--- src/rtl/aes_round_ctrl.sv ---
// AES-128 round sequencer: holds the cipher state and walks the shared step units and the
// round-key source through the initial key addition and ten rounds.
module aes_round_ctrl #(
  parameter int TIMEOUT_CYC = 64,
  parameter int CNT_W       = 7
) (
  input  logic         clk,
  input  logic         rst_n,
  input  logic         in_valid,
  output logic         in_ready,
  input  logic [127:0] in_data,
  output logic         out_valid,
  input  logic         out_ready,
  output logic [127:0] out_data,
  output logic [127:0] op_mat,
  output logic         sub_go,
  output logic         shift_go,
  output logic         mix_go,
  output logic         ark_go,
  input  logic         sub_done,
  input  logic         shift_done,
  input  logic         mix_done,
  input  logic         ark_done,
  input  logic [127:0] sub_res,
  input  logic [127:0] shift_res,
  input  logic [127:0] mix_res,
  input  logic [127:0] ark_res,
  output logic         key_req,
  output logic [3:0]   key_idx,
  input  logic         key_valid,
  input  logic [127:0] key_in,
  output logic [127:0] rk_mat,
  output logic [3:0]   round_idx,
  output logic         busy,
  output logic         err
);

  localparam int               DATA_W     = 128;
  localparam logic [3:0]       LAST_ROUND = 4'd10;
  localparam logic [CNT_W-1:0] TMO_LAST   = CNT_W'(TIMEOUT_CYC - 1);

  typedef enum logic [2:0] {
    S_IDLE, S_KEY, S_ARK, S_SUB, S_SHIFT, S_MIX, S_OUT, S_ERR
  } state_t;

  state_t            state;
  logic              wait_ph;
  logic [CNT_W-1:0]  tmo_cnt;
  logic [DATA_W-1:0] st;
  logic              step_done;
  logic [DATA_W-1:0] step_res;

  assign op_mat   = st;
  assign out_data = st;

  // Only the response of the unit owning the current phase is ever looked at.
  always_comb begin
    step_done = 1'b0;
    step_res  = ark_res;
    case (state)
      S_KEY:   begin step_done = key_valid;  step_res = key_in;    end
      S_ARK:   begin step_done = ark_done;   step_res = ark_res;   end
      S_SUB:   begin step_done = sub_done;   step_res = sub_res;   end
      S_SHIFT: begin step_done = shift_done; step_res = shift_res; end
      S_MIX:   begin step_done = mix_done;   step_res = mix_res;   end
      default: ;
    endcase
  end

  always_ff @(posedge clk or negedge rst_n) begin
    if (!rst_n) begin
      state     <= S_IDLE;
      wait_ph   <= 1'b0;
      tmo_cnt   <= '0;
      st        <= '0;
      rk_mat    <= '0;
      in_ready  <= 1'b0;
      out_valid <= 1'b0;
      sub_go    <= 1'b0;
      shift_go  <= 1'b0;
      mix_go    <= 1'b0;
      ark_go    <= 1'b0;
      key_req   <= 1'b0;
      key_idx   <= '0;
      round_idx <= '0;
      busy      <= 1'b0;
      err       <= 1'b0;
    end else begin
      sub_go   <= 1'b0;
      shift_go <= 1'b0;
      mix_go   <= 1'b0;
      ark_go   <= 1'b0;
      key_req  <= 1'b0;
      case (state)
        S_IDLE: begin
          if (in_valid && in_ready) begin
            st        <= in_data;
            round_idx <= '0;
            busy      <= 1'b1;
            in_ready  <= 1'b0;
            state     <= S_KEY;
            wait_ph   <= 1'b0;
            key_req   <= 1'b1;
            key_idx   <= '0;
          end else begin
            in_ready <= 1'b1;
          end
        end
        S_KEY, S_ARK, S_SUB, S_SHIFT, S_MIX: begin
          if (!wait_ph) begin
            wait_ph <= 1'b1;
            tmo_cnt <= '0;
          end else if (step_done) begin
            wait_ph <= 1'b0;
            tmo_cnt <= '0;
            if (state == S_KEY) rk_mat <= step_res;
            else                st     <= step_res;
            case (state)
              S_KEY: begin
                state  <= S_ARK;
                ark_go <= 1'b1;
              end
              S_ARK: begin
                if (round_idx == LAST_ROUND) begin
                  state <= S_OUT;
                end else begin
                  round_idx <= round_idx + 4'd1;
                  state     <= S_SUB;
                  sub_go    <= 1'b1;
                end
              end
              S_SUB: begin
                state    <= S_SHIFT;
                shift_go <= 1'b1;
              end
              S_SHIFT: begin
                // The final round has no MixColumns step.
                if (round_idx == LAST_ROUND) begin
                  state   <= S_KEY;
                  key_req <= 1'b1;
                  key_idx <= round_idx;
                end else begin
                  state  <= S_MIX;
                  mix_go <= 1'b1;
                end
              end
              default: begin
                state   <= S_KEY;
                key_req <= 1'b1;
                key_idx <= round_idx;
              end
            endcase
          end else if (tmo_cnt == TMO_LAST) begin
            state   <= S_ERR;
            wait_ph <= 1'b0;
            err     <= 1'b1;
            busy    <= 1'b0;
          end else begin
            tmo_cnt <= tmo_cnt + 1'b1;
          end
        end
        S_OUT: begin
          if (!out_valid) begin
            out_valid <= 1'b1;
          end else if (out_ready) begin
            out_valid <= 1'b0;
            busy      <= 1'b0;
            in_ready  <= 1'b1;
            state     <= S_IDLE;
          end
        end
        S_ERR: begin
          state    <= S_IDLE;
          in_ready <= 1'b1;
        end
        default: state <= S_IDLE;
      endcase
    end
  end

endmodule

--- config.mk ---
export PLATFORM = sky130hd
export DESIGN_NAME = aes_round_ctrl
export DESIGN_NICKNAME = d
export VERILOG_FILES = /design/src/rtl/aes_round_ctrl.sv
export SDC_FILE = /design/constraint.sdc
export NUM_CORES = 1
export LEC_CHECK = 0
export BUFFER_PORTS_ARGS = -buffer_cell sky130_fd_sc_hd__buf_2
export CAP_MARGIN = 10
export CORE_AREA = 3 3 461 463
export CTS_BUF_LIST = sky130_fd_sc_hd__clkbuf_4 sky130_fd_sc_hd__clkbuf_8
export CTS_CLUSTER_DIAMETER = 50
export DETAILED_ROUTE_END_ITERATION = 12
export DIE_AREA = 0 0 464 466
export PLACE_DENSITY = 0.3
export SYNTH_ARGS = -nofsm -noshare
export SYNTH_HDL_FRONTEND = slang
export SYNTH_SLANG_ARGS = --single-unit
--- constraint.sdc ---
create_clock -name clk -period 2.4 [get_ports clk]
set_clock_uncertainty 0.1 [all_clocks]
set_input_delay 0.24 -clock clk [delete_from_list [all_inputs] [get_ports clk]]
set_output_delay 0.24 -clock clk [all_outputs]
set_load 0.05 [all_outputs]
==> impl_metrics.toml, run 1 <==
[run_status]
status = "complete, no violations"

[cells_and_area]
fin_area_mm2 = 0.0379
regArea_mm2 = 0.00712
utilization = 0.181
finish.net_count = 4769
multi_input_area_mm2 = 0.00990
synthToLayoutAreaGrowth_pct = 99.1
fill_cells = 23700
drive_above_1_share = 0.484

[sta]
hold_viol_final = 0
setup_violations = 0
fin_crit_ns = 2.33
worst_pin_slew_ns = 0.932
slew_headroom = 0.377
rsz0062_at_grt = "yes"
hold-worst-slack_ns = 0.0872
max_freq_mhz = 428
period_share = 0.973
finalMaxSlewViolations = 0

[worst_setup_path]
endpoint_kind = "register"
worstPathArrival_ns = 2.89
r2r_slack_ns = 0.07
crit_required_ns = 2.95
r2r_end = "op_mat[57]$_DFFE_PN0P_"
crit_fanout = 11
reg2reg_depth = 8
critPathLaunchType = "register"
r2r_start = "state[2]$_DFFE_PN0P_"
crit_type = "register to register"

[power_and_ir_drop]
ir_drop_uv = 986
clock_power_share = 0.140
p_comb_frac = 0.697
p_leak_nw = 16.5
switching_share = 0.566
power-per-cell-area_mw_per_mm2 = 1520
seqPwrFrac = 0.163
switchingPower_mw = 32.6
intPower_mw = 25.1

[logic_synthesis]
syn_inst = 2141
syn_nets = 2921
synthDominantCellAreaShare = 0.374
async_flop_share = 1.00
synth-edff-count = 0
synth.area.top_cells = "dfrtp_1, mux2_2, nand2_1, buf_4, a21oi_1"
ys_seq_elements = 284
yosysWarnings = 0
yosysMostFrequentCell = "nand2_1"
synthFlopType = "dfrtp_1"
synth_area_leader_cell = "dfrtp_1"
synthTopCellsByCount = "nand2_1, dfrtp_1, a21oi_1"
synth_cell_type_count = 60
syn_area_mm2 = 0.0190
yosysSeqAreaShare = 0.374
avgSynthCellArea_um2 = 8.88

[route]
route.detailed.drc = 0
routed_wl_mm = 172
vias = 25100
wire_per_inst_um = 25.0
dr.first_iter.drc_count = 1299
ant_nets = 0
via_per_inst = 3.64
dr.pass1.iters = 5

[die]
die-area_mm2 = 0.216
rows = 168
ios = 1178
initial_utilization = 0.0909
core_mm2 = 0.209
die_y_um = 466
die_x_um = 464

[min_path]
hold_start = "sub_res[24]"
hold_depth = 4
min_path_type = "input port to register"
whs_endpoint = "op_mat[24]$_DFFE_PN0P_"

[placement]
place_area_mm2 = 0.0292
port-buffer-count = 1177
place_congestion = 0.886
hpwl_mm = 145

[clocking]
cts-root-buf = "clkbuf_8"
cts_tree = "done"
cts_buffer_depth = 3
htreeDepth = 3
clkLatencyLatePin_ns = 0.78
clock-sinks = 284
numCtsBuffers = 81
clk_pin_slew_ns = 0.05

[global_routing]
antenna_found_initial = 118
grt_pass1_wl_mm = 227
track_usage = 0.153
grt_pass1_vias = 25800
grt_max_degree = 69
grt-ovfl-total = 0

[job]
cap_violations = 0
==> sequential cells by signal, summed over array words and instances (netlist names) <==
signal,flops
op_mat,128
rk_mat,128
tmo_cnt,7
key_idx,4
round_idx,4
state,3
ark_go,1
busy,1
err,1
in_ready,1
key_req,1
mix_go,1
out_valid,1
shift_go,1
sub_go,1
wait_ph,1
==> critical path: stages (launching register included) <==
cell and delay (ns):
dfrtp_4 0.54, buf_12 0.20, buf_4 0.21, mux2_2 0.41, o32a_1 0.20, o221ai_1 0.11, buf_4 0.19, o211ai_1 0.08
o21a_1 0.11
==> per-stage QoR <==
step                instances  total power, mW  setup WS (ns)  setup TNS [ns]
floorplan                2141             33.7          0.289               0
global placement         6064             49.1         0.0202               0
detailed placement       6064             49.0       -0.00610        -0.00610
CTS                      6839             58.6         0.0224               0
global route             6871             61.2        -0.0323          -0.215
finish                   6897             57.7         0.0652               0
==> kinds of logic (layout without fill, tap and decap cells) <==
family                   count (synthesis)  count (layout)  synth area share
XOR/XNOR                                 2               2          0.000921
flip-flops                             284             284             0.374
adder cells (fa/ha/maj)                  3               3           0.00197
multiplexers                           137             137            0.0809
AND/OR/NAND/NOR                        690             690             0.161
other                                    0              48                 0
buffers and inverters                  338            2241             0.113
AO/OA/AOI/OAI                          687             687             0.269
==> cell type report <==
| class | count | share of cell area |
|---|---|---|
| Multi-Input combinational cell | 1519 | 0.261 |
| Sequential cell | 284 | 0.188 |
| Inverter | 13 | 0.00129 |
| Clock inverter | 28 | 0.0115 |
| Clock buffer | 110 | 0.0377 |
| Tap cell | 2805 | 0.0927 |
| Antenna cell | 48 | 0.00317 |
| Timing Repair Buffer | 2090 | 0.404 |
==> worst max path at each step <==
| stage | startpoint | to | slack, ns | depth (start not counted) |
|---|---|---|---|---|
| 2_1_floorplan | round_idx[0]$_DFFE_PN0P_ | round_idx[3]$_DFFE_PN0P_ | 0.29 | 7 |
| 3_3_place_gp | state[0]$_DFFE_PN0P_ | rk_mat[100]$_DFFE_PN0P_ | 0.02 | 8 |
| 3_5_place_dp | state[0]$_DFFE_PN0P_ | rk_mat[101]$_DFFE_PN0P_ | -0.006 | 8 |
| 4_1_cts | state[2]$_DFFE_PN0P_ | op_mat[111]$_DFFE_PN0P_ | 0.02 | 7 |
| 5_1_grt | state[2]$_DFFE_PN0P_ | op_mat[121]$_DFFE_PN0P_ | -0.03 | 9 |
| 6_report | state[2]$_DFFE_PN0P_ | op_mat[57]$_DFFE_PN0P_ | 0.07 | 8 |
==> what timing repair did <==
item | 4_1_cts | 5_1_grt
hold buffers | 634 | 0
pin swaps | 1 | 3
setup buffers | 3 | 5
gates cloned | 0 | 5
endpoints found under the hold margin | 555 | 0
resized for setup | 1 | 24
setup endpoints to repair | 17 | 48
==> power by group through the flow <==
| stage | clock [mW] | sequential (mW) | combinational (mW) |
|---|---|---|---|
| floorplan | 0 | 15.5 | 18.2 |
| detailed placement | 0 | 9.49 | 39.5 |
| CTS | 8.48 | 9.46 | 40.7 |
| global route | 8.64 | 9.65 | 43.0 |
| finish | 8.06 | 9.40 | 40.2 |
| global placement | 0 | 9.45 | 39.6 |
==> layout by cell type, fill, tap and decap left out, types with 38 or more instances in the layout <==
cell / count
nand2_2: 101
buf_2: 1176
o32a_1: 38
dlygate4sd3_1: 634
a41oi_1: 94
nor2_1: 109
diode_2: 48
buf_12: 62
a21oi_1: 192
mux2_2: 130
o21ai_2: 99
a221oi_1: 87
buf_4: 202
clkbuf_8: 96
nand3_1: 98
nand2_1: 357
o211ai_1: 38
dfrtp_1: 281
==> layer usage <==
metal	global-route usage	wire length, µm	vias up
met1	0.174	67900	12100
met4	0.0358	4690	36
met2	0.272	85600	1186
met5	0	231	-
li1	-	-	11500
met3	0.0522	14000	264
Power figures use the tool's default switching activity.
==> run 2: changes to the inputs <==
- CORE_AREA: 3 3 461 463 -> 3 3 455 457
- DIE_AREA: 0 0 464 466 -> 0 0 458 460
- clock period: 2.4 -> 2.1 ns (I/O delays scaled with it)
==> impl_metrics.toml, run 2 (synthesis gave the netlist of run 1 again) <==
[run_status]
status = "finished with violations"
violations = "setup timing"

[worst_setup_path]
crit_fanout = 32
critPathLaunchType = "register"
worstPathArrival_ns = 2.90
crit_required_ns = 2.64
endpoint_kind = "register"
crit_type = "register to register"

[sta]
worst_slack_ns = -0.261
worst_pin_slew_ns = 0.479
max_freq_mhz = 424
rsz0062_at_grt = "yes"
slew_headroom = 0.681
finalMaxSlewViolations = 0
setup_violations = 267
hold_viol_final = 0
fin_crit_ns = 2.36
period_share = 1.12

[route]
via_per_inst = 3.79
route.detailed.drc = 0
wire_per_inst_um = 26.9
ant_nets = 0
dr.pass1.iters = 5
dr.first_iter.drc_count = 1477
routed_wl_mm = 186
vias = 26300

[clocking]
cts-root-buf = "clkbuf_8"
numCtsBuffers = 81
cts_buffer_depth = 3
clkLatencyLatePin_ns = 0.76
htreeDepth = 3
clk_pin_slew_ns = 0.05
cts_tree = "done"
clock-sinks = 284

[die]
die_x_um = 458
initial_utilization = 0.0933
die_y_um = 460
core_mm2 = 0.204
die-area_mm2 = 0.211
rows = 166
ios = 1178

[cells_and_area]
regArea_mm2 = 0.00712
final_common_cell = "buf_2"
utilization = 0.200
synthToLayoutAreaGrowth_pct = 114
finish.net_count = 4924
multi_input_area_mm2 = 0.0107
fill_cells = 22900
layout_common_cells = "buf_2, dlygate4sd3_1, nand2_1"
layout.cells.non_filler = 6933
fin_area_mm2 = 0.0407
drive_above_1_share = 0.529

[global_routing]
grt_pass1_vias = 26500
grt_max_degree = 58
grt-ovfl-total = 0
antenna_found_initial = 123
grt_pass1_wl_mm = 233
track_usage = 0.162

[placement]
dp_cells = 6015
dp_slack_ns = -0.445
place_congestion = 0.863
hpwl_mm = 149
port-buffer-count = 1177
place_area_mm2 = 0.0297

[min_path]
min_path_type = "input port to register"

[power_and_ir_drop]
ir_drop_uv = 1090
power-per-cell-area_mw_per_mm2 = 1770
p_leak_nw = 17.8

[job]
cap_violations = 0
==> run 2: cell count changes in the layout (fill, tap and decap cells not counted), sizes merged <==
cell         delta
clkinv          +3
bufinv          +1
buf           +112
dlygate4sd3    +30
diode          -10
inv             +2
clkbuf         +15
==> run 2: through the flow <==
step | TNS, ns | hold slack (ns) | total power, mW
after floorplan | 0 | -0.186 | 38.5
after global placement | -65.06 | 0.0780 | 57.2
after detailed placement | -69.81 | 0.0822 | 57.1
after CTS | -32.00 | 0.00220 | 69.5
after global routing | -50.36 | 0.0318 | 76.1
final | -34.30 | 0.103 | 72.0
==> run 2: path summary, 6_finish.rpt <==
path / startpoint / end / slack [ns] / cells past startpoint
worst max register to register: state[0]$_DFFE_PN0P_ / rk_mat[40]$_DFFE_PN0P_ / -0.26 / 8
max in group asynchronous: rst_n / rk_mat[79]$_DFFE_PN0P_ / 0.79 / 4
worst min register to register: err$_DFFE_PN0P_ / err$_DFFE_PN0P_ / 0.36 / 1
min in group asynchronous: rst_n / op_mat[17]$_DFFE_PN0P_ / 0.68 / 4
worst min-delay path: shift_res[72] / rk_mat[72]$_DFFE_PN0P_ / 0.10 / 7
worst max-delay path: state[0]$_DFFE_PN0P_ / rk_mat[40]$_DFFE_PN0P_ / -0.26 / 8
==> run 2: final cells by class <==
cell class	instances	area share
inverters	13	0.00120
clock inverters	34	0.0125
flip-flops and latches	284	0.175
multi-input cells	1519	0.263
well taps	2688	0.0826
clock buffers	112	0.0350
diodes	38	0.00234
repair buffers	2245	0.429
==> run 2: what timing repair did <==
item	4_1_cts	5_1_grt
gates cloned	3	21
gates resized for setup	82	186
buffers inserted	11	38
pin swaps	21	26
hold buffers	665	0
endpoints found under the hold margin	554	0
setup endpoints to repair	282	286
==> run 2: layer usage <==
metal	global-route usage	part of all wire	vias to the layer above	routed length, µm
li1	-	-	11800	-
met5	0	0.0022	-	414
met2	0.284	0.49	1278	91300
met3	0.0519	0.076	344	14200
met1	0.186	0.40	12800	73700
met4	0.0485	0.036	64	6750
==> run 2: where the power goes <==
part / leakage (nW) / total [mW] / internal (mW) / switching, mW
clock: 1.01 / 9.51 / 5.89 / 3.62
sequential: 3.41 / 10.7 / 8.02 / 2.65
combinational: 13.3 / 51.8 / 18.1 / 33.7
total: 17.8 / 72.0 / 32.0 / 40.0
==> run 2: worst max-delay path: stages, from the launching register on <==
cell	delay, ns
dfrtp_4	0.50
buf_4	0.23
buf_16	0.21
mux2_2	0.38
nand2_1	0.06
a21oi_1	0.08
a221oi_2	0.33
buf_4	0.19
o21ai_2	0.04
==> run 3: changes to the inputs <==
- ABC_AREA: unset -> 1
- CORE_AREA: 3 3 455 457 -> 3 3 451 453
- DIE_AREA: 0 0 458 460 -> 0 0 454 456
==> impl_metrics.toml, run 3 <==
[die]
initial_utilization = 0.102
core_mm2 = 0.200
die_x_um = 454
rows = 164
die_y_um = 456
die-area_mm2 = 0.207
ios = 1178

[clocking]
clock-sinks = 284
cts-root-buf = "clkbuf_8"
cts_tree = "done"
clkLatencyLatePin_ns = 0.80
numCtsBuffers = 79
clk_pin_slew_ns = 0.05
cts_buffer_depth = 3
htreeDepth = 3

[route]
routed_wl_mm = 208
route.detailed.drc = 0
via_per_inst = 3.77
vias = 30000
dr.pass1.iters = 5
dr.first_iter.drc_count = 2224
ant_nets = 0
wire_per_inst_um = 26.1

[logic_synthesis]
ys_seq_elements = 284
synthTopCellsByCount = "nand2_1, nand3_1, nor2_1"
avgSynthCellArea_um2 = 6.56
yosysWarnings = 0
synth.area.top_cells = "dfrtp_1, nand2_1, nand3_1, nor2_1, inv_1"
synthFlopType = "dfrtp_1"
syn_nets = 3869
syn_area_mm2 = 0.0203
yosysMostFrequentCell = "nand2_1"
async_flop_share = 1.00
synth-edff-count = 0
synth_area_leader_cell = "dfrtp_1"
syn_inst = 3089
synth_cell_type_count = 31
yosysSeqAreaShare = 0.351
synthDominantCellAreaShare = 0.351

[sta]
hold_viol_final = 0
setup_violations = 156
period_share = 1.05
max_freq_mhz = 456
fin_crit_ns = 2.20
finalMaxSlewViolations = 0
rsz0062_at_grt = "yes"
slew_headroom = 0.660
worst_slack_ns = -0.0953
worst_pin_slew_ns = 0.509

[worst_setup_path]
endpoint_kind = "register"
max_stage_delay_ns = 0.54
r2r_start = "state[0]$_DFFE_PN0P_"
crit_top_cell = "buf_12"
crit_type = "register to register"
worstPathArrival_ns = 2.75
crit_fanout = 8
critPathLaunchType = "register"
worstPathBufferInverterCount = 5
slowest_stage = "dfrtp_4"
crit_family = "buffers and inverters"
crit_required_ns = 2.66
crit_start = "state[0]$_DFFE_PN0P_"
r2r_slack_ns = -0.1
path_cells = "buf_6 -> nand3_4 -> buf_12 -> buf_16 -> buf_12 -> buf_12 -> nor2_4 -> nor2_2 -> nand3_2 -> mux2_4"

[power_and_ir_drop]
total_power_mw = 77.9
ir_drop_uv = 760
power-per-cell-area_mw_per_mm2 = 1750
p_leak_nw = 23.6

[global_routing]
antenna_found_initial = 102
grt_max_degree = 51
grt-ovfl-total = 0
grt_pass1_vias = 31100
grt_pass1_wl_mm = 268
track_usage = 0.190

[placement]
place_congestion = 0.945
dp_cells = 6914
hpwl_mm = 164
port-buffer-count = 1177

[run_status]
status = "finished with violations"
violations = "setup timing"

[cells_and_area]
final_common_cell = "buf_2"
layout_common_cells = "buf_2, nand2_1, dlygate4sd3_1"
layout.cells.non_filler = 7962
fill_cells = 22500
drive_above_1_share = 0.413
synthToLayoutAreaGrowth_pct = 119
finish.net_count = 5990

[min_path]
hold_start = "shift_res[56]"
min_path_type = "input port to register"

[job]
cap_violations = 0
## run 3: cell types whose count changed after synthesis, moves of 38 or more
cell,change
a21oi_1,-190
a221oi_1,-91
a41oi_1,-94
inv_1,+387
nand2_1,+600
nand2_2,-98
nand3_1,+311
nand4_1,+134
nor2_1,+296
o21ai_2,-99
o32a_1,-38
## run 3: metrics by stage
step / setup TNS (ns) / util / hold WS [ns] / area [µm²] / setup WS, ns
after floorplan: 0 / - / -0.186 / 20300 / 0.159
after global placement: -23.90 / 0.156 / 0.134 / 31100 / -0.361
after detailed placement: -27.40 / 0.156 / 0.135 / 31100 / -0.361
after CTS: -3.92 / 0.214 / 0.00125 / 42600 / -0.101
after global routing: -19.64 / 0.223 / 0.00527 / 44400 / -0.150
final: -5.53 / 0.223 / 0.0613 / 44500 / -0.0953
## run 3: final cells by class
cell class / instances / area, µm² / area share
clock buffer: 113 / 1440 / 0.0323
sequential: 284 / 7120 / 0.160
timing repair buffer: 2368 / 19200 / 0.432
clock inverter: 30 / 438 / 0.00985
inverter: 403 / 1520 / 0.0342
tap: 2656 / 3320 / 0.0747
multi-input combinational: 2074 / 11300 / 0.255
antenna: 34 / 85.1 / 0.00191
## run 3: power breakdown
part / internal (mW) / total, mW / leakage, nW / switching, mW
Sequential: 7.93 / 10.6 / 3.59 / 2.63
Combinational: 20.5 / 58.0 / 19.0 / 37.5
Clock: 5.75 / 9.31 / 0.987 / 3.57
Total: 34.2 / 77.9 / 23.6 / 43.7
## run 3: timing repair
item | CTS | global route
pin swaps | 23 | 101
hold buffers | 763 | 0
setup endpoints to repair | 256 | 265
endpoints found under the hold margin | 554 | 0
setup buffers | 49 | 40
gates cloned | 19 | 16
gates resized for setup | 250 | 324
## run 3: path summary, 6_finish.rpt
check                                          end  cells after the start
setup reg to reg            rk_mat[67]$_DFFE_PN0P_                     10
hold / removal              rk_mat[56]$_DFFE_PN0P_                      7
min in group asynchronous  op_mat[105]$_DFFE_PN0P_                      3
setup / recovery            rk_mat[67]$_DFFE_PN0P_                     10
hold reg to reg             op_mat[51]$_DFFE_PN0P_                      2
max in group asynchronous   rk_mat[30]$_DFFE_PN0P_                      3
## run 3: cells by family after synthesis
kind of cell | synth area share
flip-flops | 0.351
multiplexers | 0.0711
XOR/XNOR | 0.00216
AND/OR/NAND/NOR | 0.399
adder cells (fa/ha/maj) | 0.00185
buffers and inverters | 0.170
AO/OA/AOI/OAI | 0.00556
## run 3: worst min-delay path, stage by stage
cell	delay, ns
buf_2	0.13
nand3_2	0.09
nand2_1	0.06
inv_1	0.04
nand3_2	0.10
buf_12	0.12
mux2_4	0.14
## run 3: layer usage
metal | vias to the layer above | share of wire | global-route usage
met3 | 301 | 0.081 | 0.0562
met4 | 28 | 0.029 | 0.0559
met1 | 14600 | 0.41 | 0.231
met5 | - | 0.00079 | 0
li1 | 13800 | - | -
met2 | 1236 | 0.48 | 0.321
